===== config.mk =====
export PLATFORM = sky130hd
export DESIGN_NAME = io_bus_master
export DESIGN_NICKNAME = d
export VERILOG_FILES = /design/src/rtl/io_bus_master_pkg.sv /design/src/rtl/io_bus_master_poll_cnt.sv /design/src/rtl/io_bus_master.sv
export SDC_FILE = /design/constraint.sdc
export NUM_CORES = 1
export LEC_CHECK = 0
export BUFFER_PORTS_ARGS = -buffer_cell sky130_fd_sc_hd__buf_4
export CORE_UTILIZATION = 42
export CTS_CLUSTER_SIZE = 40
export DETAILED_ROUTE_END_ITERATION = 12
export PLACE_DENSITY = 0.79
export SYNTH_ARGS = -nofsm -noshare
export SYNTH_HDL_FRONTEND = slang
export SYNTH_SLANG_ARGS = --single-unit

===== constraint.sdc =====
create_clock -name clk -period 1.6 [get_ports clk]
set_input_delay 0.32 -clock clk [delete_from_list [all_inputs] [get_ports clk]]
set_output_delay 0.32 -clock clk [all_outputs]
set_load 0.005 [all_outputs]

===== src/rtl/io_bus_master_pkg.sv =====
// Shared constants and types for the IO bus initiator: bus address map,
// FSM encoding and the latched request record.
package io_bus_master_pkg;

  localparam logic [7:0] IO_LED         = 8'h00;
  localparam logic [7:0] IO_SW          = 8'h04;
  localparam logic [7:0] IO_POL_OUT_VLD = 8'h08;
  localparam logic [7:0] IO_POL_OUT     = 8'h0C;
  localparam logic [7:0] IO_POL_IN_VLD  = 8'h10;
  localparam logic [7:0] IO_POL_IN      = 8'h14;

  typedef enum logic [2:0] {
    ST_IDLE,
    ST_ACCESS,
    ST_POLL,
    ST_XFER,
    ST_DONE
  } state_t;

  typedef struct packed {
    logic        we;
    logic [7:0]  addr;
    logic [31:0] wdata;
  } req_t;

  // Flag register polled before a handshake transfer.
  function automatic logic [7:0] poll_flag_addr(input logic we);
    return we ? IO_POL_OUT_VLD : IO_POL_IN_VLD;
  endfunction

  // Data register moved once the flag reports ready.
  function automatic logic [7:0] poll_data_addr(input logic we);
    return we ? IO_POL_OUT : IO_POL_IN;
  endfunction

endpackage


===== src/rtl/io_bus_master_poll_cnt.sv =====
// Poll-attempt counter: clear, saturating increment and the timeout compare.
// LIMIT=0 means the timeout never fires.
module io_poll_cnt #(
  parameter int LIMIT = 0,
  parameter int CNT_W = 16
) (
  input  logic clk,
  input  logic rstn,
  input  logic clr,
  input  logic inc,
  output logic at_limit
);

  localparam logic [CNT_W-1:0] LAST = (LIMIT == 0) ? '0 : CNT_W'(LIMIT - 1);

  logic [CNT_W-1:0] cnt;

  always_ff @(posedge clk or negedge rstn) begin
    if (!rstn) begin
      cnt <= '0;
    end else if (clr) begin
      cnt <= '0;
    end else if (inc && (cnt != '1)) begin
      cnt <= cnt + CNT_W'(1);
    end
  end

  assign at_limit = (LIMIT != 0) && (cnt == LAST);

endmodule


===== src/rtl/io_bus_master.sv =====
// CPU-side IO bus initiator: direct single-beat accesses and the hardware
// polled handshake, stalling the pipeline until the access completes.
//
// state  | meaning
// IDLE   | waiting for a MEM-stage IO request
// ACCESS | one direct read or write strobe at the latched address
// POLL   | reading the valid flag until it reports ready (or timeout)
// XFER   | one read of IN data or write of OUT data
// DONE   | response pulse; pipeline released
module io_bus_master
  import io_bus_master_pkg::*;
#(
  parameter int POLL_LIMIT = 0,
  parameter int CNT_W      = 16
) (
  input  logic        clk,
  input  logic        rstn,
  input  logic        req_valid,
  input  logic        req_we,
  input  logic        req_poll,
  input  logic [7:0]  req_addr,
  input  logic [31:0] req_wdata,
  output logic        stall,
  output logic        resp_valid,
  output logic [31:0] resp_rdata,
  output logic        resp_err,
  output logic [7:0]  io_addr,
  output logic [31:0] io_dout,
  output logic        io_we,
  output logic        io_rd,
  input  logic [31:0] io_din
);

  state_t      state, state_nx;
  req_t        req_q;
  logic [31:0] rdata_q;
  logic        err_q;

  logic cnt_clr, cnt_inc, at_limit;
  logic capture, set_err, accept, ready;

  io_poll_cnt #(
    .LIMIT (POLL_LIMIT),
    .CNT_W (CNT_W)
  ) u_poll_cnt (
    .clk      (clk),
    .rstn     (rstn),
    .clr      (cnt_clr),
    .inc      (cnt_inc),
    .at_limit (at_limit)
  );

  always_ff @(posedge clk or negedge rstn) begin
    if (!rstn) state <= ST_IDLE;
    else       state <= state_nx;
  end

  always_comb begin
    state_nx   = state;
    io_addr    = 8'h00;
    io_dout    = 32'h0;
    io_we      = 1'b0;
    io_rd      = 1'b0;
    resp_valid = 1'b0;
    resp_rdata = 32'h0;
    resp_err   = 1'b0;
    cnt_clr    = 1'b0;
    cnt_inc    = 1'b0;
    capture    = 1'b0;
    set_err    = 1'b0;
    accept     = 1'b0;
    ready      = req_q.we ? ~io_din[0] : io_din[0];
    case (state)
      ST_IDLE: begin
        if (req_valid) begin
          accept   = 1'b1;
          cnt_clr  = 1'b1;
          state_nx = req_poll ? ST_POLL : ST_ACCESS;
        end
      end
      ST_ACCESS: begin
        io_addr  = req_q.addr;
        io_dout  = req_q.wdata;
        io_we    = req_q.we;
        io_rd    = ~req_q.we;
        capture  = ~req_q.we;
        state_nx = ST_DONE;
      end
      ST_POLL: begin
        io_rd   = 1'b1;
        io_addr = poll_flag_addr(req_q.we);
        if (ready) begin
          state_nx = ST_XFER;
        end else if (at_limit) begin
          set_err  = 1'b1;
          state_nx = ST_DONE;
        end else begin
          cnt_inc = 1'b1;
        end
      end
      ST_XFER: begin
        io_addr = poll_data_addr(req_q.we);
        if (req_q.we) begin
          io_we   = 1'b1;
          io_dout = req_q.wdata;
        end else begin
          io_rd   = 1'b1;
          capture = 1'b1;
        end
        state_nx = ST_DONE;
      end
      ST_DONE: begin
        resp_valid = 1'b1;
        resp_rdata = rdata_q;
        resp_err   = err_q;
        state_nx   = ST_IDLE;
      end
      default: state_nx = ST_IDLE;
    endcase
  end

  // rstn gates stall so every output is low while reset is asserted.
  assign stall = rstn && (state != ST_DONE) && (req_valid || (state != ST_IDLE));

  always_ff @(posedge clk or negedge rstn) begin
    if (!rstn) begin
      req_q   <= '0;
      rdata_q <= 32'h0;
      err_q   <= 1'b0;
    end else begin
      if (accept) begin
        req_q   <= '{we: req_we, addr: req_addr, wdata: req_wdata};
        rdata_q <= 32'h0;
        err_q   <= 1'b0;
      end
      if (capture) rdata_q <= io_din;
      if (set_err) err_q <= 1'b1;
    end
  end

endmodule


# --- Yosys cells after proc, flatten, opt, wreduce, memory -nomap -nowiden ---
# Index checks and enable logic that the tools add are counted.
# W data, S select, Z words.
word_totals:
  register_bits: 76
  output_inout_bits: 77
classes:
  n_eq_ne: 7
  mux: 21
  bitwise_logic: 2
  reduce_logical: 8
op_table:
  columns: ["cell", "n"]
  rows:
  - ["$mux W32", 4]
  - ["$pmux W32 S2", 1]
  - ["$pmux W8 S3", 1]
  - ["$mux W5", 2]
  - ["$pmux W3 S3", 1]
  - ["$eq A3 B2 Y1 const B", 2]
  - ["$mux W1", 6]
  - ["$mux W3", 2]
  - ["$ne A2 B2 Y1 const B", 2]
  - ["$pmux W1 S2", 2]
  - ["$eq A3 B1 Y1 const B", 1]
  - ["$eq A3 B3 Y1 const B", 1]
  - ["$logic_not A3 Y1", 1]
  - ["$ne A3 B3 Y1 const B", 1]
  - ["$pmux W1 S3", 1]
  - ["$reduce_bool A3 Y1", 1]
  - ["$logic_and A1 B1 Y1", 2]
  - ["$mux W2", 1]
  - ["$not A1 Y1", 2]
  - ["$reduce_and A2 Y1", 1]
  - ["$reduce_bool A2 Y1", 1]
  - ["$reduce_or A2 Y1", 1]
  - ["$logic_or A1 B1 Y1", 1]

# --- Depth between registers and ports, before layout ---
# Gate-level depths: netlist (run 1).
depth:
  word_depth: 4
  mapped_depth: 5
  ltp_nobuf: 3

# --- By module ---
# A second synthesis (run 1) with hierarchy kept.
unflattened:
  cells_unflattened: 277
  area_unflattened_um2: 3559.7
by_module_without_submodules:
  columns: ["module", "instances", "cells_each", "area_per_inst_um2", "seq_area_each_um2"]
  rows:
  - ["io_bus_master", 1, 275, 3548.4, 1926.8]
  - ["io_poll_cnt", 1, 2, 11.3, 0.0]

# --- Worst setup path before layout (run 1) ---
# Ideal clock, no wire load.
synth_timing:
  kind: "reg-to-reg"
  from: "reg state[1]"
  to: "reg req_q[0] (netlist name)"
  setup_time_ps: 125
  arrival_ps: 1474
  required_ps: 1475
  setup_slack_ps: 2
  stages_incl_launch_ff: 5
  synth_period_minus_slack_ps: 1598
  cell_sequence: "dfrtp_1 buf_4 nor4b_4 buf_6 mux2_2"
synth_via:
  elab_chain_cells: 2
synth_rtl:
  columns: ["item", "line", "rtl"]
  rows:
  - ["from (decl)", "io_bus_master.sv:34", "state_t state, state_nx;"]
  - ["from (signal assigned)", "io_bus_master.sv:55", "else state <= state_nx;"]
  - ["$logic_not A3 Y1", null, null]
  - ["$mux W1", null, null]
  - ["to (signal assigned)", "io_bus_master.sv:132", "req_q <= '{we: req_we, addr: req_addr, wdata: req_wdata};"]
  - ["to (decl)", "io_bus_master.sv:35", "req_t req_q;"]
# No other way between the ends.
# A chain may end at the register's enable or synchronous reset.

# --- Final worst setup path (run 1) ---
layout_timing:
  from: "reg state[0]"
  to: "out resp_rdata[5]"
layout_via:
  elab_chain_cells: 2
layout_rtl:
  columns: ["item", "line", "rtl"]
  rows:
  - ["$eq A3 B3 Y1", "io_bus_master.sv:73", "case (state)"]
  - ["$mux W32", "io_bus_master.sv:73", null]
  - ["to (decl)", "io_bus_master.sv:25", "output logic [31:0] resp_rdata,"]
# No other way between the ends.

==> results of run 1 <==
==> final cells by class <==
type                            count  area, sq um  share of cell area, %
Clock inverter                      5        100.1                  1.646
Multi-Input combinational cell    172         1774                  29.18
Timing Repair Buffer              204         2034                  33.46
Sequential cell                    76         1907                  31.36
Inverter                            1        6.256                 0.1029
Tap cell                          102        127.6                  2.099
Clock buffer                       11        131.4                  2.160
==> cells in the mapped netlist (all sizes together) (2+ instances only) <==
cell    number
a21oi        2
a22o        32
a22oi        2
and2        39
and3        32
buf         14
clkbuf      11
dfrtp       76
mux2        41
nand2b       2
nor2         8
nor2b        3
nor3         2
==> final timing paths <==
| check | endpoint | start |
|---|---|---|
| worst max-delay path | resp_rdata[5] | state[0]$_DFFE_PN0P_ |
| worst min-delay path | rdata_q[25]$_DFFE_PN0P_ | rstn |
| worst max register to register | req_q[28]$_DFFE_PN0P_ | state[1]$_DFFE_PN0P_ |
| worst min register to register | rdata_q[22]$_DFFE_PN0P_ | rdata_q[22]$_DFFE_PN0P_ |
| max in group asynchronous | state[1]$_DFFE_PN0P_ | rstn |
| min in group clk | rdata_q[26]$_DFFE_PN0P_ | io_din[26] |
==> cells by family (layout without fill, tap and decap cells) <==
group | Yosys count | in the layout
AOI/OAI and AO/OA | 38 | 38
xor gates and xnor gates | 1 | 1
buffers and inverters | 26 | 221
DFF | 76 | 76
muxes | 41 | 41
other | 1 | 1
and+or+nand+nor | 88 | 91
==> cells in the final DEF, fill, tap and decap left out <==
cell	instances
clkbuf_8	9
a21oi_2	1
buf_4	117
a211oi_4	1
and3_4	11
buf_12	6
a21oi_1	1
nor4b_4	1
nor3_1	2
clkinv_2	2
and2_4	36
nor3b_4	1
dfrtp_1	72
bufinv_16	3
xor2_1	1
buf_6	72
and2_1	3
bufbuf_16	1
nand2b_1	1
a21boi_1	1
buf_16	5
conb_1	1
buf_8	2
nand2b_4	1
inv_4	1
nor2_1	3
nor2_4	8
nor2b_4	3
dfrtp_2	4
mux2_4	41
a22o_1	32
a22oi_2	1
clkbuf_1	2
clkbuf_16	1
and3_1	21
a22oi_1	1
==> metal layers <==
layer / global-route usage, % / share of wire [%] / vias up
li1: - / - / 1343
met1: 31.98 / 43 / 1531
met2: 40.80 / 51 / 114
met3: 5.390 / 5.0 / 13
met4: 5.859 / 1.1 / 0
met5: 0 / 0 / -
==> worst reg2reg max path: stages, from the launching register on <==
cell     delay [ns]
dfrtp_2        0.45
buf_6          0.13
buf_6          0.11
nor4b_4        0.29
buf_6          0.16
buf_6          0.12
buf_12         0.10
buf_16         0.12
mux2_4         0.30
==> what timing repair did <==
item / 4_1_cts / 5_1_grt
buffers inserted: 18 / 11
endpoints found under the setup margin: 149 / 149
hold endpoints to repair: 0 / 0
pin swaps: 31 / 56
gates resized for setup: 130 / 85
gates cloned: 11 / 4
==> per-stage QoR <==
stage	util, %	hold WS (ns)
after floorplan	-	0.02441
after global placement	59.97	0.3907
after detailed placement	59.97	0.3918
after CTS	73.59	0.02554
after global routing	77.88	0.03726
final	77.88	0.009722
==> sequential cells by signal, indices dropped and copies added, names as in the netlist <==
name,flops
state,3
rdata_q,32
req_q,41
==> power by group through the flow <==
stage                     logic (mW)  registers, mW  clock network, mW
final                           6.37           3.25               1.72
after global routing            6.70           3.32               1.81
after CTS                       5.64           3.15               1.74
after detailed placement        3.38           3.12                  0
after global placement          3.25           3.08                  0
after floorplan                 2.21           2.94                  0
==> key figures, run 1 <==
Run status
  • Outcome: finished with violations
  • Failing checks: negative setup slack

Critical path
  • Crit-path cells: buf_6 -> nor2_4 -> buf_6 -> and3_4 -> buf_6
  • Startpoint types: flip-flop
  • CP arrival: approximately 1.6 ns
  • Crit path depth: 5
  • Crit path required time: between 1 and 1.5 ns
  • Most frequent CP cell: buf_6
  • Crit path kind: flip-flop to output pin
  • CP bufs+invs: 3
  • CP Max Fanout: 8
  • Reg2reg setup slack: -0.28 ns
  • CP max stage delay: between 0.4 and 0.5 ns
  • Worst path top cell family by delay: flip-flops
  • R2R depth: 8
  • Critical path endpoint category: output pin
  • Highest-delay cell along the critical path: dfrtp_2

Global route
  • Initial antenna violation count: 0
  • Pin count of the biggest net entering global routing: 77
  • Vias in the first global route: approximately 3000
  • Grt ovf: 0
  • First-pass GRT wire length: 15.75 mm
  • Global-route usage over all layers: 24.29%

Floorplan
  • Starting Density: a little over two fifths
  • Die Height: 92.25 microns
  • Core ar.: about 0.0078 sq mm
  • Site row count: 32
  • I/O Pins: between 150 and 200
  • Die area: 0.008510 sq mm
  • Die W: 92.25 microns

Timing
  • Final period util: 119.5%
  • Setup TNS: -31.43 ns
  • Final setup viols: about 150
  • RSZ-0062 raised after global routing: yes
  • Fin Clk Skew: between 0.004 and 0.005 ns
  • Fin. Hold Viols: 0
  • Final slew viol count: 0
  • Max Fclk: about 520 MHz
  • Post-layout min period: ~1.9 ns
  • Final worst setup slack: -0.3128 ns

Clock tree
  • Hold-fix buffers at CTS: 0
  • Clk Latency, worst-skew pair: 0.33 ns
  • Num CTS Buffers: 9
  • CTS tree: yes
  • # clock sinks: between 70 and 80
  • CTS Buffer Depth: 2
  • Clk pin slew, worst setup/hold paths: around 0.08 ns
  • H-tree Lvls: 3
  • Clk Tree Root Cell: clkbuf_8

Finish
  • Fillers: ~460
  • Synthesis-to-layout area growth: 77.76%
  • Design Area, Final: 0.006081 sq mm
  • Fin nets: about 540
  • Non-filler cells, final: 571
  • Ant diodes: 0
  • Layout cells sized above 1: 69.94%

Detailed routing
  • Post-route ant nets: 0
  • Via count: approximately 3000
  • Drt wl/cell: 19.34 microns
  • Residual DRC: 0
  • Final wirelength: approximately 11 mm
  • Via density: around 5.3
  • Drt first pass iters: 4
  • Iteration-0 DRC Markers: 113

Yosys
  • Post-Syn Nets: between 300 and 400
  • Mapped cell area: about 0.0034 sq mm
  • Compound-cell area share of the yosys netlist: around a tenth
  • Share of the synthesized area in the top cell type: 55.60%
  • Synth Register Bits: between 70 and 80
  • Synth async-reset ratio: 100.0%
  • Most common flop cell mapped by yosys: dfrtp_1
  • Simple-gate share of the synthesized area: around 16%
  • Top cells by area, synth: dfrtp_1 56%, a22o_1 8.2%, mux2_1 7.6%
  • Post-Synth Adder-Cell Area: 0%
  • Post-synthesis mux area share: around 13%
  • Most area-hungry cell type in the Yosys netlist: dfrtp_1
  • Synth Instances: ~270
  • Main combinational cell family by area after synthesis: simple AND/OR/NAND/NOR gates
  • Sequential fraction of the synthesis area: between 50% and 60%
  • Mapped Avg Cell Area: approximately 13 sq um
  • Yosys cell types: 24
  • Yosys warns: 0
  • Number of synthesized flops with an enable pin: 0
  • Xor-xnor portion of the synthesized cell area: less than 1%

Placement
  • Post-DP HPWL: 5.612 mm
  • Port-buffer cells: about 150
  • Pre-CTS WS: -0.3378 ns
  • Placer congestion estimate: between 0.7 and 0.8
  • Area after DPL: roughly 0.0047 sq mm
  • DP Cell Count: roughly 520

Power
  • P_sw: about 3.6 mW
  • Seq pwr share: between 20% and 30%
  • Cell Pwr Density: about 1900 mW/mm^2
  • VDD IR-drop max: between 900 and 1000 uV
  • Internal power: 7.708 mW
  • Switching share of power: roughly 32%
  • Combinational Power Share: 56.2%
  • Pleak: between 3 and 4 nW
  • Final Power: 11.34 mW
  • Clock group share of total power: ~15%

Job
  • Reported max-cap violation count: 0

Hold path
  • HP Class: primary input to async pin
Note: power is estimated with default switching activity, not from simulation.
==> inputs of run 2 (changes only) <==
--- a/config.mk
+++ b/config.mk
@@ -6,10 +6,10 @@
 export NUM_CORES = 1
 export LEC_CHECK = 0
 export BUFFER_PORTS_ARGS = -buffer_cell sky130_fd_sc_hd__buf_4
-export CORE_UTILIZATION = 42
+export CORE_UTILIZATION = 47
 export CTS_CLUSTER_SIZE = 40
 export DETAILED_ROUTE_END_ITERATION = 12
-export PLACE_DENSITY = 0.79
+export PLACE_DENSITY = 0.84
 export SYNTH_ARGS = -nofsm -noshare
 export SYNTH_HDL_FRONTEND = slang
 export SYNTH_SLANG_ARGS = --single-unit
==> constraint.sdc (replaced) <==
create_clock -name clk -period 2 [get_ports clk]
set_input_delay 0.4 -clock clk [delete_from_list [all_inputs] [get_ports clk]]
set_output_delay 0.4 -clock clk [all_outputs]
set_load 0.005 [all_outputs]
==> run 2 against run 1 <==
Routed wire length is 25% lower. First-iteration DRC count up 17%. Highest routed layer unchanged. Power fell by 43%. Global-route usage fell by 2.4 points. Critical path depth is the same. Clock skew rose by 0.0022 ns. Sequential power is 22% lower. The run now ends clean. Design area down 19%. Clock power shrank 30%. Via count is 11% lower.
==> key figures, run 2 (synthesis results as in run 1) <==
Finish
  • Layout cells sized above 1: 50.00% (-20 points)
  • Fillers: 520 (+14%)
  • Commonest non-fill, non-tap cells in the layout: 160 x buf_4, 72 x dfrtp_1, 37 x and2_1, 32 x and3_1, 32 x a22o_1
  • Max reg flops: 41 (unchanged)
  • Top flop regs: req_q: 41 flops, rdata_q: 32 flops, state: 3 flops
  • Ant diodes: 0 (unchanged)
  • Commonest non-fill, non-tap cell in the layout: buf_4
  • Fin nets: 498 (-7.9%)
  • Reg with most FFs: req_q
  • Synthesis-to-layout area growth: 43.78%
  • Utilization after layout: 71.21% (-6.7 points)

Critical path
  • Crit path required time: 1.60 ns (+0.32 ns)
  • Critical path endpoint category: output pin
  • Startpoint types: flip-flop
  • CP arrival: 1.56 ns (-0.03 ns)
  • CP Max Fanout: 16 (+8)
  • Crit path kind: flip-flop to output pin

Placement
  • Pre-CTS WS: 0.03108 ns (+0.3689 ns)
  • Port-buffer cells: 152 (unchanged)
  • Post-DP HPWL: 5.642 mm (+0.53%)
  • Placer congestion estimate: 0.7509 (-2.6%)

Power
  • Seq pwr share: 39.1% (+10 points)
  • Cell Pwr Density: 1319 mW/mm^2 (-29%)
  • Pleak: 2.566 nW (-17%)
  • Combinational Power Share: 42.4% (-14 points)
  • Clock group share of total power: 18.5% (+3.3 points)
  • VDD IR-drop max: 627.2 uV (-32%)
  • Switching share of power: 32.79% (+0.75 points)
  • Internal power: 4.360 mW (-43%)
  • P_sw: 2.127 mW (-41%)

Global route
  • Met3 usage: 4.550% (-0.84 points)
  • Pin count of the biggest net entering global routing: 77 (unchanged)
  • Global routing's busiest layer: met2
  • Global-route usage over all layers: 21.89% (-2.4 points)
  • First-pass GRT wire length: 12.70 mm (-19%)
  • Vias in the first global route: 2602 (-16%)
  • Met1 global-route usage: 28.62% (-3.4 points)
  • Grt ovf: 0 (unchanged)
  • Met2 Usage GRT: 35.37% (-5.4 points)
  • Initial antenna violation count: 0 (unchanged)

Clock tree
  • CTS Buffer Depth: 2 (unchanged)
  • # clock sinks: 76 (unchanged)
  • Clk Tree Root Cell: clkbuf_8
  • Clk Latency, worst-skew pair: 0.34 ns (about the same)
  • Num CTS Buffers: 9 (unchanged)
  • CTS tree: yes
  • Clk pin slew, worst setup/hold paths: 0.08 ns (about the same)
  • H-tree Lvls: 3 (unchanged)

Timing
  • Post-layout min period: 1.963 ns
  • Final worst setup slack: 0.03735 ns (+0.3501 ns)
  • Fin. Hold Viols: 0 (unchanged)
  • Slew headroom: around 38%
  • Fin Clk Skew: 0.007079 ns (+0.002165 ns)
  • Final period util: around 98%
  • Worst-Margin Slew: approximately 0.93 ns
  • Max Fclk: 509.5 MHz
  • Final setup viols: 0 (-100%)
  • Final slew viol count: 0 (unchanged)
  • RSZ-0062 raised after global routing: yes

Detailed routing
  • Final wirelength: 8.290 mm (-25%)
  • Via density: 5.092 (-3.1%)
  • Residual DRC: 0 (unchanged)
  • Iteration-0 DRC Markers: 132 (+17%)
  • Post-route ant nets: 0 (unchanged)
  • Drt first pass iters: 4 (unchanged)
  • Drt wl/cell: 15.88 microns (-18%)
  • Via count: 2658 (-11%)

Floorplan
  • Die W: 87.31 microns (-5.4%)
  • I/O Pins: 154 (unchanged)
  • Starting Density: 49.53% (+5.7 points)
  • Site row count: 30 (-6.3%)
  • Die Height: 87.31 microns (-5.4%)
  • Die area: 0.007623 sq mm (-10%)
  • Core ar.: 0.006907 sq mm (-12%)

Job
  • Reported max-cap violation count: 0 (unchanged)

Hold path
  • HP Class: primary input to flip-flop

Run status
  • Outcome: finished, final reports clean
-- run 2: cell count changes in the layout (fill, tap and decap cells not counted), moves of 23 or more --
cell	delta
buf_4	+43
mux2_1	+23
and2_4	-34
mux2_4	-41
buf_6	-71
and2_1	+34
-- run 2: power by group through the flow --
stage	clock [mW]	combinational, mW	sequential (mW)
after detailed placement	0	2.53	2.54
after global routing	1.31	3.00	2.61
after global placement	0	2.43	2.50
final	1.20	2.75	2.54
after CTS	1.23	2.57	2.52
after floorplan	0	1.77	2.35
-- run 2: what timing repair did --
action                                  in CTS  in global routing
hold buffers                                 0                  0
gates resized for setup                      5                 14
buffers inserted                             1                  3
endpoints found under the setup margin      69                144
cloned                                       0                  1
-- run 2: path summary, 6_finish.rpt --
| check | start | to | slack (ns) | cells after the start |
|---|---|---|---|---|
| hold reg to reg | req_q[22]$_DFFE_PN0P_ | req_q[22]$_DFFE_PN0P_ | 0.48 | 1 |
| max in group asynchronous | rstn | state[2]$_DFFE_PN0P_ | 1.04 | 2 |
| hold / removal | req_wdata[26] | req_q[26]$_DFFE_PN0P_ | 0.28 | 2 |
| setup reg to reg | state[2]$_DFFE_PN0P_ | req_q[9]$_DFFE_PN0P_ | 0.11 | 4 |
| min in group asynchronous | rstn | rdata_q[29]$_DFFE_PN0P_ | 0.29 | 2 |
| setup / recovery | state[1]$_DFFE_PN0P_ | io_dout[5] | 0.04 | 5 |
-- run 2: layout make-up --
class	count	area [sq um]	area share (%)
clock buffers	11	151.4	3.078
clock inverters	5	58.81	1.196
flip-flops and latches	76	1907	38.77
inverters	1	3.754	0.07632
repair buffers	164	1277	25.97
well taps	96	120.1	2.442
multi-input cells	169	1400	28.47
-- run 2: through the flow --
stage | area (sq um) | TNS (ns) | hold WS [ns] | power [mW] | std cells
5_1_grt | 4918 | -0.4030 | 0.2567 | 6.921 | 522
4_1_cts | 4815 | -0.004581 | 0.2600 | 6.321 | 518
6_report | 4918 | 0 | 0.2761 | 6.487 | 522
2_1_floorplan | 3421 | 0 | 0.1044 | 4.123 | 271
3_3_place_gp | 4589 | 0 | 0.4589 | 4.930 | 501
3_5_place_dp | 4589 | 0 | 0.4676 | 5.070 | 501
-- run 2: per-layer routing --
| metal | routed length [microns] | vias to the layer above |
|---|---|---|
| li1 | - | 1244 |
| met1 | 3441 | 1306 |
| met2 | 4268 | 95 |
| met3 | 406 | 13 |
| met4 | 174 | 0 |
| met5 | 0 | - |
-- run 2: worst max-delay path, stage by stage, from the launching register on --
cell and delay (ns):
dfrtp_2 0.48, nor2b_4 0.16, nor2_4 0.16, clkbuf_16 0.19, and2_1 0.13, buf_4 0.10
==> inputs of run 3 (changes only) <==
--- a/config.mk
+++ b/config.mk
@@ -10,6 +10,7 @@
 export CTS_CLUSTER_SIZE = 40
 export DETAILED_ROUTE_END_ITERATION = 12
 export PLACE_DENSITY = 0.84
+export REMOVE_ABC_BUFFERS = 1
 export SYNTH_ARGS = -nofsm -noshare
 export SYNTH_HDL_FRONTEND = slang
 export SYNTH_SLANG_ARGS = --single-unit
==> run 3 against run 2 <==
Via count increased by 0.26%. Clock power about the same. Die area unchanged. Sequential power about the same. Critical path depth unchanged. Core utilization increased by 1.4 points.
==> key figures, run 3 (synthesis results as in run 1) <==
Floorplan
  • Die area: 0.007623 sq mm (unchanged)
  • Core ar.: 0.006907 sq mm (unchanged)
  • Die Height: 87.31 microns (unchanged)
  • Die W: 87.31 microns (unchanged)
  • I/O Pins: 154 (unchanged)
  • Site row count: 30 (unchanged)
  • Starting Density: 49.53% (unchanged)

Global route
  • Met1 global-route usage: 29.17% (+0.55 points)
  • Initial antenna violation count: 0 (unchanged)
  • Global-route usage over all layers: 21.63% (-0.26 points)
  • First-pass GRT wire length: 12.41 mm (-2.2%)
  • Global routing's busiest layer: met2
  • Met3 usage: 5.972% (+1.4 points)
  • Pin count of the biggest net entering global routing: 77 (unchanged)
  • Grt ovf: 0 (unchanged)
  • Vias in the first global route: 2590 (-0.46%)
  • Met2 Usage GRT: 32.39% (-3.0 points)

Timing
  • Setup TNS: 0 ns (unchanged)
  • Slew headroom: 37.52% (-0.33 points)
  • Final slew viol count: 0 (unchanged)
  • Post-layout min period: 1.966 ns (+0.003081 ns)
  • Fin. Hold Viols: 0 (unchanged)
  • Worst-Margin Slew: 0.9372 ns (+0.005010 ns)
  • Fin Clk Skew: 0.006161 ns (-0.0009183 ns)
  • Final setup viols: 0 (unchanged)
  • Final period util: 98.29% (+0.15 points)
  • RSZ-0062 raised after global routing: yes
  • Final worst setup slack: 0.03427 ns (-0.003081 ns)
  • Max Fclk: 508.7 MHz (-0.16%)

Clock tree
  • CTS tree: yes
  • CTS Buffer Depth: 2 (unchanged)
  • Clk pin slew, worst setup/hold paths: 0.08 ns (about the same)
  • H-tree Lvls: 3 (unchanged)
  • Clk Tree Root Cell: clkbuf_8
  • Hold-fix buffers at CTS: 0 (unchanged)
  • Num CTS Buffers: 9 (unchanged)
  • Clk Latency, worst-skew pair: 0.33 ns (about the same)
  • # clock sinks: 76 (unchanged)

Power
  • Switching share of power: 32.37% (-0.42 points)
  • Clock group share of total power: 17.5% (-1.0 points)
  • Pleak: 2.621 nW (+2.2%)
  • VDD IR-drop max: 563.7 uV (-10%)
  • Seq pwr share: 37.8% (-1.3 points)
  • Internal power: 4.513 mW (+3.5%)
  • Combinational Power Share: 44.7% (+2.3 points)
  • P_sw: 2.160 mW (+1.6%)
  • Cell Pwr Density: 1330 mW/mm^2 (+0.87%)

Detailed routing
  • Via density: 5.076 (-0.31%)
  • Residual DRC: 0 (unchanged)
  • Via count: 2665 (+0.26%)
  • Final wirelength: 8.419 mm (+1.6%)
  • Drt first pass iters: 4 (unchanged)
  • Drt wl/cell: 16.04 microns (+0.98%)
  • Post-route ant nets: 0 (unchanged)
  • Iteration-0 DRC Markers: 76 (-42%)

Placement
  • Pre-CTS WS: 0.2347 ns (+0.2037 ns)
  • Area after DPL: 0.004619 sq mm (+0.65%)
  • Post-DP HPWL: 5.451 mm (-3.4%)
  • Port-buffer cells: 152 (unchanged)
  • Placer congestion estimate: 0.8035 (+7.0%)
  • DP Cell Count: 502 (+0.20%)

Critical path
  • Crit-path cells: nor2b_4 -> nor2_4 -> clkbuf_16 -> and2_1 -> buf_4
  • Crit path kind: flip-flop to output pin
  • Highest-delay cell along the critical path: dfrtp_2
  • CP max stage delay: 0.42 ns (-0.06 ns)
  • Crit path required time: 1.60 ns (about the same)
  • Reg2reg setup slack: 0.10 ns (about the same)
  • CP Max Fanout: 16 (unchanged)
  • Startpoint types: flip-flop
  • Critical path endpoint category: output pin
  • CP arrival: 1.57 ns (about the same)

Job
  • Reported max-cap violation count: 0 (unchanged)

Run status
  • Outcome: finished, final reports clean

Finish
  • Ant diodes: 0 (unchanged)
  • Reg with most FFs: req_q
  • Layout cells sized above 1: 52.91% (+2.9 points)
  • Commonest non-fill, non-tap cell in the layout: buf_4
  • Top flop regs: req_q: 41 flops, rdata_q: 32 flops, state: 3 flops
  • Fin nets: 501 (+0.60%)
  • Design Area, Final: 0.005016 sq mm (+2.0%)
  • Non-filler cells, final: 525 (+0.57%)
  • Synthesis-to-layout area growth: 46.63%
  • Commonest non-fill, non-tap cells in the layout: 154 x buf_4, 72 x dfrtp_1, 32 x and3_1, 32 x a22o_1, 25 x and2_1
  • Max reg flops: 41 (unchanged)

Hold path
  • HP Class: primary input to flip-flop
## run 3: cell count changes in the layout (fill, tap and decap cells not counted), sizes merged
cell,previous run,this run
clkinv,1,4
buf,163,165
clkinvlp,2,0
clkbuf,12,13
inv,2,1
## run 3: final cells by class
class,instances,area [sq um]
sequential,76,1907
fill,476,1891
multi-input combinational,169,1428
timing repair buffer,167,1356
clock buffer,11,151.4
tap,96,120.1
clock inverter,5,50.05
inverter,1,3.754
## run 3: worst paths after layout
path	startpoint	end	depth (start not counted)
max	state[1]$_DFFE_PN0P_	io_dout[13]	5
min	req_addr[1]	req_q[33]$_DFFE_PN0P_	2
max reg2reg	state[1]$_DFFE_PN0P_	req_q[39]$_DFFE_PN0P_	5
min reg2reg	req_q[21]$_DFFE_PN0P_	req_q[21]$_DFFE_PN0P_	1
max in group asynchronous	rstn	state[0]$_DFFE_PN0P_	2
min in group asynchronous	rstn	req_q[32]$_DFFE_PN0P_	2
## run 3: repair_timing
item | in CTS | in global routing
endpoints found under the setup margin | 41 | 38
gates resized for setup | 5 | 31
cloned | 0 | 2
endpoints found under the hold margin | 0 | 0
pin swaps | 0 | 9
setup buffers | 2 | 3
## run 3: worst max-delay path, delay by kind of cell, from the launching register on
family | cells | cell delay [ns]
flops | 1 | 0.42
simple gates | 3 | 0.49
buf+inv | 2 | 0.31
## run 3: metrics by stage
| step | power [mW] | util (%) | hold WS (ns) |
|---|---|---|---|
| floorplan | 3.859 | - | 0.1044 |
| global placement | 5.026 | 66.88 | 0.4586 |
| detailed placement | 5.151 | 66.88 | 0.4671 |
| CTS | 6.361 | 70.14 | 0.2608 |
| global route | 7.109 | 72.63 | 0.2656 |
| finish | 6.673 | 72.63 | 0.2810 |
## run 3: per-layer routing
metal | part of all wire [%] | wire length, microns
met1 | 44 | 3704
met2 | 47 | 3980
met3 | 8.1 | 679
met4 | 0.65 | 55
met5 | 0 | 0
## run 3: power by group through the flow
stage / clock, mW / sequential [mW] / combinational (mW)
CTS: 1.19 / 2.50 / 2.67
finish: 1.17 / 2.52 / 2.98
floorplan: 0 / 2.44 / 1.42
global route: 1.27 / 2.60 / 3.24
global placement: 0 / 2.52 / 2.51
detailed placement: 0 / 2.53 / 2.62
